`src/rtl/ram_loader_pkg.sv`:
```
// Shared loader types: FSM state encoding, byte/checksum widths and the checksum rule.
package ram_loader_pkg;

  localparam int unsigned BYTE_W = 8;
  localparam int unsigned CSUM_W = 8;

  typedef logic [CSUM_W-1:0] csum_t;

  typedef enum logic [2:0] {
    ST_IDLE,
    ST_RECV,
    ST_WRITE,
    ST_CHECK,
    ST_DONE,
    ST_ERROR
  } state_e;

  // Trailer byte that brings the running sum to zero modulo 2**CSUM_W.
  function automatic csum_t csum_expect(input csum_t sum);
    return ~sum + csum_t'(1);
  endfunction

endpackage

```
`src/rtl/ram_loader_if.sv`:
```
// Host-side byte handshake plus CPU RAM write port and session status.
interface ram_loader_if
  import ram_loader_pkg::*;
#(
  parameter int unsigned AW = 4
);

  logic              host_start;
  logic              host_strobe;
  logic [BYTE_W-1:0] host_data;
  logic              host_ack;
  logic              ram_we;
  logic [AW-1:0]     ram_addr;
  logic [BYTE_W-1:0] ram_wdata;
  logic              cpu_hold;
  logic              load_done;
  logic              load_err;

  modport master (
    output host_start, host_strobe, host_data,
    input  host_ack, ram_we, ram_addr, ram_wdata, cpu_hold, load_done, load_err
  );

  modport slave (
    input  host_start, host_strobe, host_data,
    output host_ack, ram_we, ram_addr, ram_wdata, cpu_hold, load_done, load_err
  );

endinterface

```
`src/rtl/ram_loader_sync_edge.sv`:
```
// Two-flop synchronizer for the asynchronous host strobe plus a rising-edge detector.
module ram_loader_sync_edge (
  input  logic clk,
  input  logic rst,
  input  logic async_in,
  output logic level,
  output logic rise_c
);

  logic meta_q;
  logic sync_q;
  logic edge_q;

  always_ff @(posedge clk) begin
    if (rst) begin
      meta_q <= 1'b0;
      sync_q <= 1'b0;
      edge_q <= 1'b0;
    end else begin
      meta_q <= async_in;
      sync_q <= meta_q;
      edge_q <= sync_q;
    end
  end

  assign level  = sync_q;
  assign rise_c = sync_q & ~edge_q;

endmodule

```
`src/rtl/ram_loader.sv`:
```
// Boot loader: receives NWORDS host bytes into CPU RAM while holding the CPU, then verifies a checksum byte.
module ram_loader
  import ram_loader_pkg::*;
#(
  parameter int unsigned NWORDS = 16,
  parameter int unsigned AW     = 4
) (
  input  logic        clk,
  input  logic        rst,
  ram_loader_if.slave bus
);

  localparam logic [AW-1:0] LAST_ADDR = AW'(NWORDS - 1);

  state_e            state_q, state_d;
  logic [AW-1:0]     addr_cnt_q, addr_cnt_d;
  logic [AW-1:0]     ram_addr_q, ram_addr_d;
  csum_t             sum_q, sum_d;
  logic [BYTE_W-1:0] ram_wdata_q, ram_wdata_d;
  logic              ram_we_q, ram_we_d;
  logic              host_ack_q, host_ack_d;
  logic              cpu_hold_q, cpu_hold_d;
  logic              load_done_q, load_done_d;
  logic              load_err_q, load_err_d;
  logic              start_q;

  logic strobe_lvl;
  logic strobe_rise_c;
  logic accept_c;
  logic open_c;

  ram_loader_sync_edge sync_edge (
    .clk      (clk),
    .rst      (rst),
    .async_in (bus.host_strobe),
    .level    (strobe_lvl),
    .rise_c   (strobe_rise_c)
  );

  // A byte is taken only on a fresh edge after the previous ack has dropped.
  assign accept_c = strobe_rise_c & ~host_ack_q;

  // IDLE opens on the start level; DONE/ERROR need a fresh 0->1 on host_start.
  assign open_c = ((state_q == ST_IDLE) && bus.host_start) ||
                  (((state_q == ST_DONE) || (state_q == ST_ERROR)) && bus.host_start && !start_q);

  always_ff @(posedge clk) begin
    if (rst) begin
      state_q     <= ST_IDLE;
      addr_cnt_q  <= '0;
      sum_q       <= '0;
      ram_addr_q  <= '0;
      ram_wdata_q <= '0;
      ram_we_q    <= 1'b0;
      host_ack_q  <= 1'b0;
      cpu_hold_q  <= 1'b1;
      load_done_q <= 1'b0;
      load_err_q  <= 1'b0;
      start_q     <= 1'b0;
    end else begin
      state_q     <= state_d;
      addr_cnt_q  <= addr_cnt_d;
      sum_q       <= sum_d;
      ram_addr_q  <= ram_addr_d;
      ram_wdata_q <= ram_wdata_d;
      ram_we_q    <= ram_we_d;
      host_ack_q  <= host_ack_d;
      cpu_hold_q  <= cpu_hold_d;
      load_done_q <= load_done_d;
      load_err_q  <= load_err_d;
      start_q     <= bus.host_start;
    end
  end

  always_comb begin
    state_d     = state_q;
    addr_cnt_d  = addr_cnt_q;
    sum_d       = sum_q;
    ram_addr_d  = ram_addr_q;
    ram_wdata_d = ram_wdata_q;
    ram_we_d    = 1'b0;
    host_ack_d  = host_ack_q & strobe_lvl;
    cpu_hold_d  = cpu_hold_q;
    load_done_d = load_done_q;
    load_err_d  = load_err_q;

    unique case (state_q)
      ST_IDLE, ST_DONE, ST_ERROR: begin
        if (open_c) begin
          state_d     = ST_RECV;
          addr_cnt_d  = '0;
          sum_d       = '0;
          cpu_hold_d  = 1'b1;
          load_done_d = 1'b0;
          load_err_d  = 1'b0;
        end
      end
      ST_RECV: begin
        if (accept_c) begin
          state_d     = ST_WRITE;
          ram_wdata_d = bus.host_data;
          ram_addr_d  = addr_cnt_q;
          ram_we_d    = 1'b1;
          host_ack_d  = 1'b1;
        end
      end
      ST_WRITE: begin
        sum_d = sum_q + ram_wdata_q;
        if (addr_cnt_q < LAST_ADDR) begin
          addr_cnt_d = addr_cnt_q + AW'(1);
          state_d    = ST_RECV;
        end else begin
          state_d = ST_CHECK;
        end
      end
      ST_CHECK: begin
        // Trailer byte is compared only, never written to RAM.
        if (accept_c) begin
          host_ack_d = 1'b1;
          if (bus.host_data == csum_expect(sum_q)) begin
            state_d     = ST_DONE;
            load_done_d = 1'b1;
            cpu_hold_d  = 1'b0;
          end else begin
            state_d    = ST_ERROR;
            load_err_d = 1'b1;
            cpu_hold_d = 1'b1;
          end
        end
      end
      default: state_d = ST_IDLE;
    endcase
  end

  assign bus.ram_we    = ram_we_q;
  assign bus.ram_addr  = ram_addr_q;
  assign bus.ram_wdata = ram_wdata_q;
  assign bus.host_ack  = host_ack_q;
  assign bus.cpu_hold  = cpu_hold_q;
  assign bus.load_done = load_done_q;
  assign bus.load_err  = load_err_q;

endmodule

```
`src/flat_wrapper.sv`:
```
// flat-port wrapper written by rule: the top's interface ports become plain ports
module ram_loader_flat import ram_loader_pkg::*;
#(
  parameter int unsigned NWORDS = 16,
  parameter int unsigned AW     = 4
)
  (clk, rst, bus_host_start, bus_host_strobe, bus_host_data, bus_host_ack, bus_ram_we, bus_ram_addr, bus_ram_wdata, bus_cpu_hold, bus_load_done, bus_load_err);
  ram_loader_if #(.AW(AW)) bus_i ();
  input  logic clk;
  input  logic rst;
  input wire logic [$bits(bus_i.host_start)-1:0] bus_host_start;
  input wire logic [$bits(bus_i.host_strobe)-1:0] bus_host_strobe;
  input wire logic [$bits(bus_i.host_data)-1:0] bus_host_data;
  output wire logic [$bits(bus_i.host_ack)-1:0] bus_host_ack;
  output wire logic [$bits(bus_i.ram_we)-1:0] bus_ram_we;
  output wire logic [$bits(bus_i.ram_addr)-1:0] bus_ram_addr;
  output wire logic [$bits(bus_i.ram_wdata)-1:0] bus_ram_wdata;
  output wire logic [$bits(bus_i.cpu_hold)-1:0] bus_cpu_hold;
  output wire logic [$bits(bus_i.load_done)-1:0] bus_load_done;
  output wire logic [$bits(bus_i.load_err)-1:0] bus_load_err;
  assign bus_i.host_start = bus_host_start;
  assign bus_i.host_strobe = bus_host_strobe;
  assign bus_i.host_data = bus_host_data;
  assign bus_host_ack = bus_i.host_ack;
  assign bus_ram_we = bus_i.ram_we;
  assign bus_ram_addr = bus_i.ram_addr;
  assign bus_ram_wdata = bus_i.ram_wdata;
  assign bus_cpu_hold = bus_i.cpu_hold;
  assign bus_load_done = bus_i.load_done;
  assign bus_load_err = bus_i.load_err;
  ram_loader #(.NWORDS(NWORDS), .AW(AW)) u_core (.clk(clk), .rst(rst), .bus(bus_i));
endmodule
```
`config.mk`:
```
export PLATFORM = sky130hd
export DESIGN_NAME = ram_loader_flat
export DESIGN_NICKNAME = d
export VERILOG_FILES = /design/src/rtl/ram_loader_pkg.sv /design/src/rtl/ram_loader_if.sv /design/src/rtl/ram_loader_sync_edge.sv /design/src/rtl/ram_loader.sv /design/src/flat_wrapper.sv
export SDC_FILE = /design/constraint.sdc
export NUM_CORES = 1
export LEC_CHECK = 0
export CORE_MARGIN = 4
export CORE_UTILIZATION = 55
export DETAILED_ROUTE_END_ITERATION = 7
export PLACE_DENSITY = 0.78
export SETUP_SLACK_MARGIN = 0.4
export SLEW_MARGIN = 0
export SYNTH_ARGS = -nofsm -noshare
export SYNTH_HDL_FRONTEND = slang
export SYNTH_SLANG_ARGS = --single-unit
```
`constraint.sdc`:
```
create_clock -name clk -period 5.2 [get_ports clk]
set_input_delay 1.56 -clock clk [delete_from_list [all_inputs] [get_ports clk]]
set_output_delay 1.56 -clock clk [all_outputs]
set_load 0.02 [all_outputs]
```
After elaboration in Yosys (flattened, before gate mapping). Cells that the tools add are included.

Register bits: 36. Input bits: 12. Output and inout port bits: 17. Logic and storage cells: 81.

$add $sub $neg: 3. $lt $le $gt $ge: 1. Eq/ne operators: 12. Mux-type cells: 25. Bitwise logic cells: 7. Reduce and logical (&&, ||, !) cells: 19.

Operators with widths (number): one-hot mux 8 bit (2 select lines) (1); two-way mux 1 bit (12); one-hot mux 3 bit (4 select lines) (1); != test 2 x 1 -> 1 bit, second input constant (5); two-way mux 3 bit (3); AND reduction 3 bit (3); adder 8 x 1 -> 8 bit, second input constant (1); adder 8 bit (1); == test 8 bit (1); two-way mux 4 bit (2); two-way mux 8 bit (1); NOT 8 bit (1); one-hot mux 4 bit (2 select lines) (1); AND reduction 4 bit (2); == test 3 x 2 -> 1 bit, second input constant (2); == test 3 bit, second input constant (2); one-hot mux 1 bit (2 select lines) (3); adder 4 x 1 -> 4 bit, second input constant (1); < comparator 4 bit, second input constant (1); AND reduction 2 bit (2); nonzero test 2 bit (2); OR reduction 2 bit (2); bitwise AND 1 bit (3); == test 3 x 1 -> 1 bit, second input constant (1); other kinds (8) (13).

Depth between registers and ports, before layout.
Depth after elaboration: 7. Gate-level depth with buffers: 8. Depth with buffers taken out: 8.

Cells and area by module. A second synthesis with hierarchy kept.

Cell total of the unflattened synthesis: 221. Area, all modules: 1956.9 µm².

By module, submodules not included: ram_loader (instances 1, cells each 214, area an instance 1869.3 µm², sequential area each 660.6 µm²); ram_loader_sync_edge (instances 1, cells each 7, area an instance 87.6 µm², sequential area each 60.1 µm²).

Worst setup path before layout. Ideal clock, no wire load.

Path type: input-to-reg. Start: in bus_host_data[5]. End: reg u_core.state_q[0]. Library setup time: 116 ps. Data arrival time: 2493 ps. Required time: 5084 ps. Slack: 2592 ps. Stages: 6. Buffers on the path: 0. Cell sequence: nand2b_1 -> a221o_1 -> nand2_1 -> o2111ai_1 -> and3_1 -> a31o_1.

Word-level cells in the longest chain between the ends: 4.

RTL lines: from (decl) (RTL line flat_wrapper.sv:13) `input wire logic [$bits(bus_i.host_data)-1:0] bus_host_data;`; == test 8 bit (RTL line ram_loader.sv:120) `if (bus.host_data == csum_expect(sum_q)) begin`; two-way mux 1 bit (RTL line ram_loader.sv:120); two-way mux 3 bit (RTL line ram_loader.sv:118) `if (accept_c) begin`; one-hot mux 3 bit (4 select lines) (RTL line ram_loader.sv:87) `unique case (state_q)`; to (signal assigned) (RTL line ram_loader.sv:61) `state_q <= state_d;`; to (decl) (RTL line ram_loader.sv:15) `state_e state_q, state_d;`.

Every way passes these cells. The select of a mux whose other input is x is not followed. A chain may end at the register's enable or synchronous reset.

Final worst setup path.
Start: reg u_core.ram_wdata_q[7] (netlist: u_core.bus.ram_wdata[7]). End: out bus_ram_wdata[7].

RTL lines: from (decl) (RTL line ram_loader.sv:19) `logic [BYTE_W-1:0] ram_wdata_q, ram_wdata_d;`; from (signal assigned) (RTL line ram_loader.sv:65) `ram_wdata_q <= ram_wdata_d;`; to (decl) (RTL line flat_wrapper.sv:17) `output wire logic [$bits(bus_i.ram_wdata)-1:0] bus_ram_wdata;`.

No word-level cell between the ends.

==> impl_results.md <==
- Result of the run: completed
- Number of hold violations in the final report: 0
- Total of hold buffers inserted after clock tree synthesis: 0
- Critical Path RT: between 3 and 4 ns
- Most frequent cell after synthesis: sky130_fd_sc_hd__dfxtp_1
- Final-report max-slew violation count: 0
- Total instance count after detailed placement: between 200 and 300
- Startpoint kind of the worst setup timing path: register
- Worst hold path class: register to register
- Sum Neg Setup Slack: 0 ns
- Max Fanout on Critical Path: 4
- Setup slack of the critical path after layout: 2.21 ns
- Number of filler instances in the final layout: approximately 300
- Via density: between 5 and 6
- Power per cell area: 234 mW/mm²
- Final nets: ~260
- EDFF count, synth: 0
- Detailed-router iteration count before antenna repair: 4
- IO Port Bufs: 28
- Diode insertion count for antenna repair: 0
- Highest attainable clock frequency: 0.335 GHz
- Synthesized-area fraction occupied by ao, oa, aoi and oai cells: 15.6%
- Post-layout minimum cycle time: 2.99 ns
- Final-layout worst hold slack: 0.466 ns
- Wire length of the first global-routing pass: between 6000 and 7000 µm
- Setup-failing EPs final: 0
- Largest net degree at the start of global routing: 20
- Post-detailed-routing wire length: 3860 µm
- Drt drc: 0
- Top delay family on crit path: buffers and inverters
- Post-synthesis share of cell area spent on full adders, half adders and majority gates: 6.86%
- Cell count after synthesis: between 200 and 250
- Leakage: between 0.9 and 1 nW
- IO Count: 29
- Fraction of synthesized cell area taken by the top area cell type: 37.3%
- Power, Total: approximately 0.54 mW
- Buffer depth of the longest clock path: 2
- Post-Synthesis Cell Area: 0.00193 mm²
- Multiplexer area fraction after synthesis: 6.79%
- Number of non-filler instances in the completed layout: about 290
- Clock edge transition at the registers on the reported setup and hold paths: 0.12 ns
- Antenna violations before repair: 0
- Top FF cell, synth: sky130_fd_sc_hd__dfxtp_1
- Seq/Total Area, Yosys: 37.3%
- Cell at the root of the clock tree: sky130_fd_sc_hd__clkbuf_4
- Least-Margin Pin Slew: roughly 0.86 ns
- Total of warnings raised by yosys: 0
- Synth Net Count: 235
- Critical path, cell by cell: clkdlybuf4s50_1
- Cell type with the highest aggregate area in the netlist: sky130_fd_sc_hd__dfxtp_1
- Fraction of final layout cells with drive strength greater than 1: 8.26%
- Number of gates resized after CTS: 0
- Die Area: 0.00453 mm²
- Global placement routability congestion: about 0.85
- Unique masters post-synth: 44
- Initial cell density of the core: 57.5%
- Final setup skew: 0.0134 ns
- Placed cell area: 0.00224 mm²
- Worst vdd ir: 0.163 mV
- Final HPWL from detailed placement: 2770 µm
- Cell at the slowest stage of the critical path: sky130_fd_sc_hd__clkdlybuf4s50_1
- Max_cap viols: 0
- Number of buffers inserted by post-CTS setup repair: 0
- Die Ht: 67.3 µm
- Syn_area_per_cell: 9.08 µm²
- Count of buffering cells on the critical path with inverters included: 1
- Capturing element type of the critical path: output pin
- CORE AREA: 0.00336 mm²
- Post-synthesis simple-gate area fraction: 22.3%
- Number of core rows: 21
- Period utilisation layout: 57.4%
- Clock latency of the later-clocked register in the worst-skew pair: around 0.36 ns
- Synthesis-to-finish area growth: 19.8%
- Iter 0 DRT Violations: 131
- Largest cells by area after synthesis: sky130_fd_sc_hd__dfxtp_1, sky130_fd_sc_hd__mux2i_1, sky130_fd_sc_hd__ha_1, sky130_fd_sc_hd__nor2_1, sky130_fd_sc_hd__xor2_1
- Post-synthesis share of cell area spent on xor and xnor gates: 7.70%
- Max transition margin: 42.8%
- Pre-CTS setup slack: 1.94 ns
- Detailed-route wire length per cell: 13.4 µm
- Total gr overflow: 0
- Number of buffers inserted during clock tree synthesis: 5
- Post-DRT Antenna Nets: 0
- Post-Layout Inst Area: 0.00232 mm²
- Die boundary width: roughly 67 µm
- Post-synthesis register bit count: 36
- Total routing resource utilization after global routing: 19.5%
- Post-layout utilization of the core: approximately 69%
- Arrival time at the worst endpoint: 1.43 ns
- Post-synth ARST share: 0%
- Top post-synthesis cells by count: sky130_fd_sc_hd__dfxtp_1, sky130_fd_sc_hd__nor2_1, sky130_fd_sc_hd__mux2i_1, sky130_fd_sc_hd__a21oi_1
- RSZ-0062 raised after global routing: false
- Longest individual stage delay on the worst path: about 0.64 ns
- Crit Path Category: register to output pin
- Max H-tree Level: 2
- Number of global-route vias before repair: 1446
- Number of clock sinks seen by CTS: 36
- DR vias: 1576
- CTS tree: done
- Largest family of logic cells by synthesized area: simple AND/OR/NAND/NOR gates
-- worst reg2reg max path: cells and delay by family, from the launching register on --
family,cells,cell delay (ns)
adder cells (fa/ha/maj),2,0.65
flip-flops,1,0.38
XOR/XNOR,1,0.16
AO/OA/AOI/OAI,5,0.79
-- layout make-up --
class	instances	area, µm²	share of cell area (%)
Clock buffer	6	41.3	1.78
Clock inverter	2	35.0	1.51
Inverter	8	30.0	1.30
Multi-Input combinational cell	161	1140	49.4
Sequential cell	36	721	31.1
Tap cell	46	57.6	2.48
Timing Repair Buffer	29	288	12.4
-- registers in the layout, indices dropped and copies added (netlist names) --
name	flops
u_core.sum_q	8
u_core.sync_edge.level	1
u_core.bus.cpu_hold	1
u_core.bus.ram_wdata	8
u_core.addr_cnt_q	4
u_core.bus.host_ack	1
u_core.bus.load_done	1
u_core.bus.ram_addr	4
u_core.state_q	3
u_core.start_q	1
u_core.sync_edge.meta_q	1
u_core.bus.load_err	1
u_core.sync_edge.edge_q	1
u_core.bus.ram_we	1
-- worst paths after layout --
kind | start | to | slack (ns) | cells past startpoint
worst max-delay path | u_core.bus.ram_wdata[7] | bus_ram_wdata[7] | 2.21 | 1
worst min-delay path | u_core.sync_edge.meta_q | u_core.sync_edge.level | 0.47 | 1
worst max register to register | u_core.sum_q[0] | u_core.sum_q[6] | 3.09 | 8
worst min register to register | u_core.sync_edge.meta_q | u_core.sync_edge.level | 0.47 | 1
-- power breakdown --
part	total, mW	internal, mW	switching (mW)
combinational	0.0580	0.0279	0.0300
clock	0.197	0.101	0.0965
sequential	0.288	0.282	0.00620
total	0.543	0.410	0.133
-- layer usage --
layer  wire length [µm]  track usage [%]  vias to the layer above
met3                223             4.33                        8
met4                 71             9.11                        0
li1                   -                -                      807
met5                  0                0                        -
met1               1940             26.9                      721
met2               1630             29.0                       40
-- logic make-up after synthesis --
group | count (synthesis)
XOR/XNOR | 17
multiplexers | 13
flip-flops | 36
AO/OA/AOI/OAI | 44
adder cells (fa/ha/maj) | 10
AND/OR/NAND/NOR | 77
buffers and inverters | 16
-- cells in the final DEF (no fill, tap or decap), types with 6 or more instances in the layout --
| cell type | synthesis | layout |
|---|---|---|
| sky130_fd_sc_hd__a21oi_1 | 11 | 11 |
| sky130_fd_sc_hd__nor2b_1 | 8 | 8 |
| sky130_fd_sc_hd__nand2_1 | 8 | 8 |
| sky130_fd_sc_hd__xor2_1 | 9 | 9 |
| sky130_fd_sc_hd__a22oi_1 | 6 | 6 |
| sky130_fd_sc_hd__mux2i_1 | 12 | 12 |
| sky130_fd_sc_hd__dfxtp_1 | 36 | 36 |
| sky130_fd_sc_hd__nand2b_1 | 7 | 7 |
| sky130_fd_sc_hd__xnor2_1 | 8 | 8 |
| sky130_fd_sc_hd__clkdlybuf4s50_1 | 0 | 28 |
| sky130_fd_sc_hd__inv_1 | 8 | 8 |
| sky130_fd_sc_hd__ha_1 | 9 | 9 |
| sky130_fd_sc_hd__nor2_1 | 25 | 25 |
| sky130_fd_sc_hd__nor3_1 | 6 | 6 |
Note: power is estimated with default switching activity, not from simulation.
